## src/rtl/xtsc_inq_packer.sv

```systemverilog
// xtsc_inq_packer: packs BEATS input beats per word into a FIFO feeding a TIE_INQ1 pop port; optional XTSC_INQ_STATS_EN adds PopCount/StallCount
module xtsc_inq_packer #(
  parameter int BEAT_W = 32,
  parameter int BEATS  = 3,
  parameter int DEPTH  = 4
) (
  input  logic                      CLK,
  input  logic                      RESET_N,
  input  logic                      Flush,
  input  logic                      S_Valid,
  input  logic [BEAT_W-1:0]         S_Data,
  output logic                      S_Ready,
  input  logic                      TIE_INQ1_PopReq,
  output logic [BEAT_W*BEATS-1:0]   TIE_INQ1,
  output logic                      TIE_INQ1_Empty
`ifdef XTSC_INQ_STATS_EN
  ,
  output logic [31:0]               PopCount,
  output logic [31:0]               StallCount
`endif
);
  localparam int DATA_W = BEAT_W * BEATS;
  localparam int AW     = $clog2(DEPTH);
  localparam int CW     = BEATS > 1 ? $clog2(BEATS) : 1;
  logic [CW-1:0]     beat_cnt;
  logic [AW-1:0]     wr_ptr, rd_ptr;
  logic [AW:0]       count, count_nxt;
  logic [DATA_W-1:0] stage, word;
  logic [DATA_W-1:0] mem [DEPTH];
  logic              last, acc, push, pop;
  assign last    = beat_cnt == CW'(BEATS - 1);
  assign S_Ready = !(last && count == (AW+1)'(DEPTH));
  assign acc     = S_Valid && S_Ready && !Flush;
  assign push    = acc && last;
  assign pop     = TIE_INQ1_PopReq && !TIE_INQ1_Empty && !Flush;
  // Completed word: staged beats with the final beat placed directly in the top slot
  always_comb begin
    word = stage;
    word[DATA_W-1 -: BEAT_W] = S_Data;
  end
  // Next occupancy; a same-cycle push and pop cancel out
  always_comb count_nxt = Flush ? '0 : count + (AW+1)'(push) - (AW+1)'(pop);
  // Beat counter and staging register; each beat overwrites its own slot so no stale bits leak
  always_ff @(posedge CLK or negedge RESET_N)
    if (!RESET_N) begin
      beat_cnt <= '0;
      stage    <= '0;
    end else if (Flush) begin
      beat_cnt <= '0;
    end else if (acc) begin
      beat_cnt <= last ? '0 : beat_cnt + 1'b1;
      for (int k = 0; k < BEATS; k++)
        if (beat_cnt == CW'(k)) stage[k*BEAT_W +: BEAT_W] <= S_Data;
    end
  // FIFO pointers, occupancy and registered empty flag
  always_ff @(posedge CLK or negedge RESET_N)
    if (!RESET_N) begin
      wr_ptr         <= '0;
      rd_ptr         <= '0;
      count          <= '0;
      TIE_INQ1_Empty <= 1'b1;
    end else begin
      wr_ptr         <= Flush ? '0 : wr_ptr + AW'(push);
      rd_ptr         <= Flush ? '0 : rd_ptr + AW'(pop);
      count          <= count_nxt;
      TIE_INQ1_Empty <= count_nxt == '0;
    end
  // Output word: loaded on an accepted pop, held otherwise (including across Flush)
  always_ff @(posedge CLK or negedge RESET_N)
    if (!RESET_N) TIE_INQ1 <= '0;
    else if (pop) TIE_INQ1 <= mem[rd_ptr];
  // Word storage; contents are only visible through count, so no reset is needed
  always_ff @(posedge CLK)
    if (push) mem[wr_ptr] <= word;
`ifdef XTSC_INQ_STATS_EN
  // Pop counter wraps, stall counter saturates; both cleared with the queue
  always_ff @(posedge CLK or negedge RESET_N)
    if (!RESET_N) begin
      PopCount   <= '0;
      StallCount <= '0;
    end else if (Flush) begin
      PopCount   <= '0;
      StallCount <= '0;
    end else begin
      if (pop) PopCount <= PopCount + 32'd1;
      if (TIE_INQ1_PopReq && TIE_INQ1_Empty && StallCount != '1) StallCount <= StallCount + 32'd1;
    end
`endif
endmodule
```

## config.mk

```make
export PLATFORM = sky130hd
export DESIGN_NAME = xtsc_inq_packer
export DESIGN_NICKNAME = d
export VERILOG_FILES = /design/src/rtl/xtsc_inq_packer.sv
export SDC_FILE = /design/constraint.sdc
export NUM_CORES = 1
export LEC_CHECK = 0
export BUFFER_PORTS_ARGS = -buffer_cell sky130_fd_sc_hd__buf_2
export CORE_UTILIZATION = 55
export CTS_BUF_LIST = sky130_fd_sc_hd__clkbuf_8
export DETAILED_ROUTE_END_ITERATION = 10
export PLACE_DENSITY = 0.73
export SYNTH_ARGS = -nofsm -noshare
export SYNTH_HDL_FRONTEND = slang
export SYNTH_SLANG_ARGS = --single-unit
```

## constraint.sdc

```tcl
create_clock -name CLK -period 12.15 [get_ports CLK]
set_clock_uncertainty 0.2 [all_clocks]
set_input_delay 0 -clock CLK [delete_from_list [all_inputs] [get_ports CLK]]
set_output_delay 0 -clock CLK [all_outputs]
set_load 0.02 [all_outputs]
```

---- Word-level counts from Yosys, hierarchy flattened ----
Memory sizes are Yosys's and may differ from the RTL's. A register that Yosys moved wholly into a read port is not among the register bits.
Index checks and enable logic that the tools add are counted.
cells by class
  add/sub/neg operators ................... 5
  equal/unequal tests ..................... 3
  mux-type cells .......................... 8
  bitwise logic cells ..................... 1
  reduce and logical (&&, ||, !) cells .... 15
operator list
  cell                                            number
  2-to-1 mux 2 bit                                5
  logical AND 1 bit                               6
  AND reduction 3 bit                             2
  adder 2 x 1 -> 2 bit                            2
  zero test 1 bit                                 4
  adder 3 x 1 -> 3 bit                            1
  == test 3 bit (second input constant)           1
  zero test 3 bit                                 1
  2-to-1 mux 3 bit                                1
  subtractor 3 x 1 -> 3 bit                       1
  adder 2 x 1 -> 2 bit (second input constant)    1
  == test 2 x 1 -> 1 bit (second input constant)  1
  == test 2 bit (second input constant)           1
  zero test 2 bit                                 1
  2-to-1 mux 1 bit                                2
  nonzero test 2 bit                              1
  NOT 1 bit                                       1
word-level totals
  flip-flop bits (word level) ............. 74
  RAM bits ................................ 384
  input port bits ......................... 37
  output and inout bits ................... 98
  logic and storage cells ................. 40
  memories kept ........................... 1
memories
  name  words  width  read ports  clocked after memory_dff  wr ports  RTL line  text
  mem   4      96     1           1                         1         29        logic [DATA_W-1:0] mem [DEPTH];

---- Longest topological paths before layout ----
  word-level depth ........................ 10
  depth in mapped cells ................... 12
  gate-level depth less buffers ........... 9

---- Worst setup path after synthesis ----
No wires, ideal clock.
  path type ............................... register -> register
  from .................................... register beat_cnt[1]
  to ...................................... memory mem[1][0] (netlist name), enable pin
  library setup time ...................... 0.688 ns
  arrival time ............................ 7.973 ns
  required time ........................... 11.262 ns
  setup slack ............................. 3.289 ns
  cell stages (with the launch flop) ...... 5
  buffers on the path ..................... 1
  period minus slack after synthesis ...... 8.861 ns
  cell sequence ........................... dfrtp_1 clkbuf_1 nand2b_1 a211o_1 nor3b_1
on the way
  longest elaborated chain between the ends .. 8
ends and longest elaborated chain
  item                                      RTL line  text
  start: declaration                        25        logic [CW-1:0] beat_cnt;
  start signal: assignment                  51        beat_cnt <= last ? '0 : beat_cnt + 1'b1;
  == test 2 bit *                           n/a
  logical AND 1 bit                         32        assign S_Ready = !(last && count == (AW+1)'(DEPTH));
  zero test 1 bit                           32
  logical AND 1 bit (2 in a row)            33        assign acc = S_Valid && S_Ready && !Flush;
  logical AND 1 bit *                       34        assign push = acc && last;
  2-to-1 mux 1 bit *                        74        if (push) mem[wr_ptr] <= word;
  2-to-1 mux 1 bit (not written as such) *  74
  end: declaration                          29
Mark *: on every way between the ends. The rest lies on a longest branch, timed or not.

---- Worst setup path in the final report ----
  from .................................... input Flush
  to ...................................... memory mem[1][4] (netlist name), enable pin
on the way
  longest elaborated chain between the ends .. 5
ends and longest elaborated chain
  item                                    RTL line  text
  start: declaration                      9         input logic Flush,
  zero test 1 bit                         33
  logical AND 1 bit                       33
  logical AND 1 bit                       34
  2-to-1 mux 1 bit                        74
  2-to-1 mux 1 bit (not written as such)  74
Every way passes these cells.

==> results.cfg <==
[run_status]
status = finished, final reports clean

[timing]
period_minus_slack_ps = 3631
slew_violations = 0
fin_crit_sh_pct = 29.89
setup_viol = 0
setup_slack_ps = 8519
max-slew-margin-rel_pct = 23.33
worstMarginPinSlew_ps = 1150
hold_ws_ps = 37.02
fin_setup_tns_ps = 0
rsz0062_at_grt = no
finalHoldViolations = 0
max_freq_ghz = 0.2754

[synthesis]
synth_warnings = 0
synth_edf_count = 384
synth_top_area_share_pct = 56.04
syn_inst = 1107
syn_nets = 1149
netlist_area_mm2 = 0.02057
ys_top_cells_by_count = edfxtp_1 (384), mux2i_1 (193), dfrtp_1 (169), nand2_1 (97), mux2_2 (59)
yosysSeqAreaShare_pct = 76.73
yosysMostFrequentCell = edfxtp_1
ys_async_sr_fraction_pct = 30.69
ys_top_cells_by_area = edfxtp_1 (56%), dfrtp_1 (21%), mux2i_1 (9.4%)
synth.avg_cell_area_um2 = 18.59
ys_seq_elements = 554
synth_top_cell_by_area = edfxtp_1
synth_cell_type_count = 32
synth_ff_type = edfxtp_1

[floorplanning]
die_height_um = 195.4
core_mm2 = 0.03670
dieArea_mm2 = 0.03819
std_cell_rows = 70
die_w_um = 195.4
io_pins = 135
start_util_pct = 56.07

[layout]
drive_gt1_share_pct = 26.49
fin_area_mm2 = 0.02392
seq_area_mm2 = 0.01579
syn2layout_area_growth_pct = 16.27
diodes = 0
nFillCells = 2457
multi_input_area_mm2 = 0.004443
nets = 1384

[placement]
post-dp-hpwl_um = 21510
place_congestion = 0.7598
pre_cts_ws_ps = 8890
io_buffers = 134
placed_area_mm2 = 0.02164

[clocking]
cts.htree.levels = 3
cts_root_buffer = clkbuf_8
clock_path_buffers = 3
clkTransAtPathRegs_ps = 60
clock_latency_ps = 630
cts_buffers = 85
cts_tree = yes
numClockSinks = 554

[pwr]
peakVddDrop_uv = 133.6
p_total_w = 0.004743
p_leak_nw = 8.664
p_per_area_mw_per_mm2 = 198.3

[min_path]
min_path_type = in2reg

[global_routing]
grt_use_total_pct = 22.51
grt_pass1_vias = 11110
antenna_found_initial = 1
grt_max_degree = 134
grt.overflow.total = 0
grt_pass1_wl_um = 64510

[worst_setup_path]
cp-end-kind = flop
criticalPathCategory = in2reg
arrival_ps = 3650
crit_path_start_kind = input pin
worstPathMaxFanout = 60
required_ps = 12170
reg2reg_slack_ps = 8850

[route]
drt-total-wl_um = 42260
wl_per_cell_um = 22.48
drtPass1Iterations = 5
vias_per_cell = 5.723
num_vias = 10760
antenna_left = 0
drcViolationCount = 0
first_iter_violations = 756

[run]
maxCapViolations = 0
[layer usage]
layer / track usage [%] / up-vias / share of wire (%)
met5: 0 / - / 0
met4: 7.524 / 0 / 2.1
li1: - / 4814 / -
met2: 35.08 / 346 / 47
met1: 32.14 / 5533 / 44
met3: 4.404 / 66 / 6.4
[flip-flops by register name, summed over array words and instances (netlist names)]
name            flops
TIE_INQ1           96
TIE_INQ1_Empty      1
beat_cnt            2
count               3
mem               384
rd_ptr              2
stage              64
wr_ptr              2
[final timing paths]
kind                        startpoint              to  cells after the start
setup / recovery                 Flush       mem[1][4]                      8
hold / removal              S_Data[24]       stage[56]                      3
setup reg to reg           beat_cnt[0]       mem[1][4]                      5
hold reg to reg              stage[10]      mem[1][10]                      0
max in group asynchronous      RESET_N     TIE_INQ1[3]                      4
min in group asynchronous      RESET_N  TIE_INQ1_Empty                      3
[area by class of cell]
class | count | area share (%)
multi-input cells | 485 | 18.57
inverters | 5 | 0.07845
flip-flops and latches | 554 | 66.00
repair buffers | 211 | 6.030
well taps | 468 | 2.448
clock buffers | 94 | 5.408
clock inverters | 63 | 1.459
[layout by cell type (no fill, tap or decap), types with 2 or more instances in the layout]
| cell | count |
|---|---|
| o221ai_2 | 41 |
| nor2b_1 | 4 |
| or3b_4 | 2 |
| clkinv_2 | 11 |
| nand2b_1 | 3 |
| xnor2_1 | 2 |
| clkinvlp_4 | 4 |
| clkbuf_8 | 95 |
| mux2_2 | 59 |
| nand2_1 | 97 |
| clkinv_1 | 6 |
| bufinv_16 | 3 |
| dfrtp_1 | 168 |
| nor3b_2 | 2 |
| ha_1 | 4 |
| buf_2 | 133 |
| mux2i_1 | 193 |
| inv_1 | 43 |
| o221ai_1 | 55 |
| buf_4 | 14 |
| dlygate4sd3_1 | 61 |
| mux2_1 | 5 |
| nor2_1 | 6 |
| edfxtp_1 | 384 |
[kinds of logic after synthesis]
family,after synthesis,synth area share (%)
buffers and inverters,68,1.867
AO/OA/AOI/OAI,99,5.443
adder cells (fa/ha/maj),5,0.3406
AND/OR/NAND/NOR,121,2.530
multiplexers,257,12.89
XOR/XNOR,3,0.2007
flip-flops,554,76.73
[stage by stage]
step / std cells / util [%]
after floorplan: 1107 / -
after global placement: 1661 / 58.97
after detailed placement: 1661 / 58.97
after CTS: 1880 / 65.19
after global routing: 1880 / 65.19
final: 1880 / 65.19
[power breakdown]
group / internal [W] / switching [W] / total (W)
Sequential: 0.00232 / 0.000187 / 0.00251
Combinational: 0.000298 / 0.000471 / 0.000769
Clock: 0.000777 / 0.000690 / 0.00147
Total: 0.00340 / 0.00135 / 0.00474
[worst max-delay path, cell delays in order]
cell           delay, ps
dlygate4sd3_1        530
dlygate4sd3_1        550
buf_2                200
nand2b_1             260
a211o_1              440
nor3b_2              230
buf_4                510
buf_4                840
[what timing repair did]
item | 4_1_cts | 5_1_grt
endpoints found under the hold margin | 327 | 0
setup buffers | 0 | 0
setup endpoints to repair | 0 | 0
hold buffers | 62 | 0
resized for setup | 0 | 0
No activity file was read; power rests on OpenSTA's default activity.
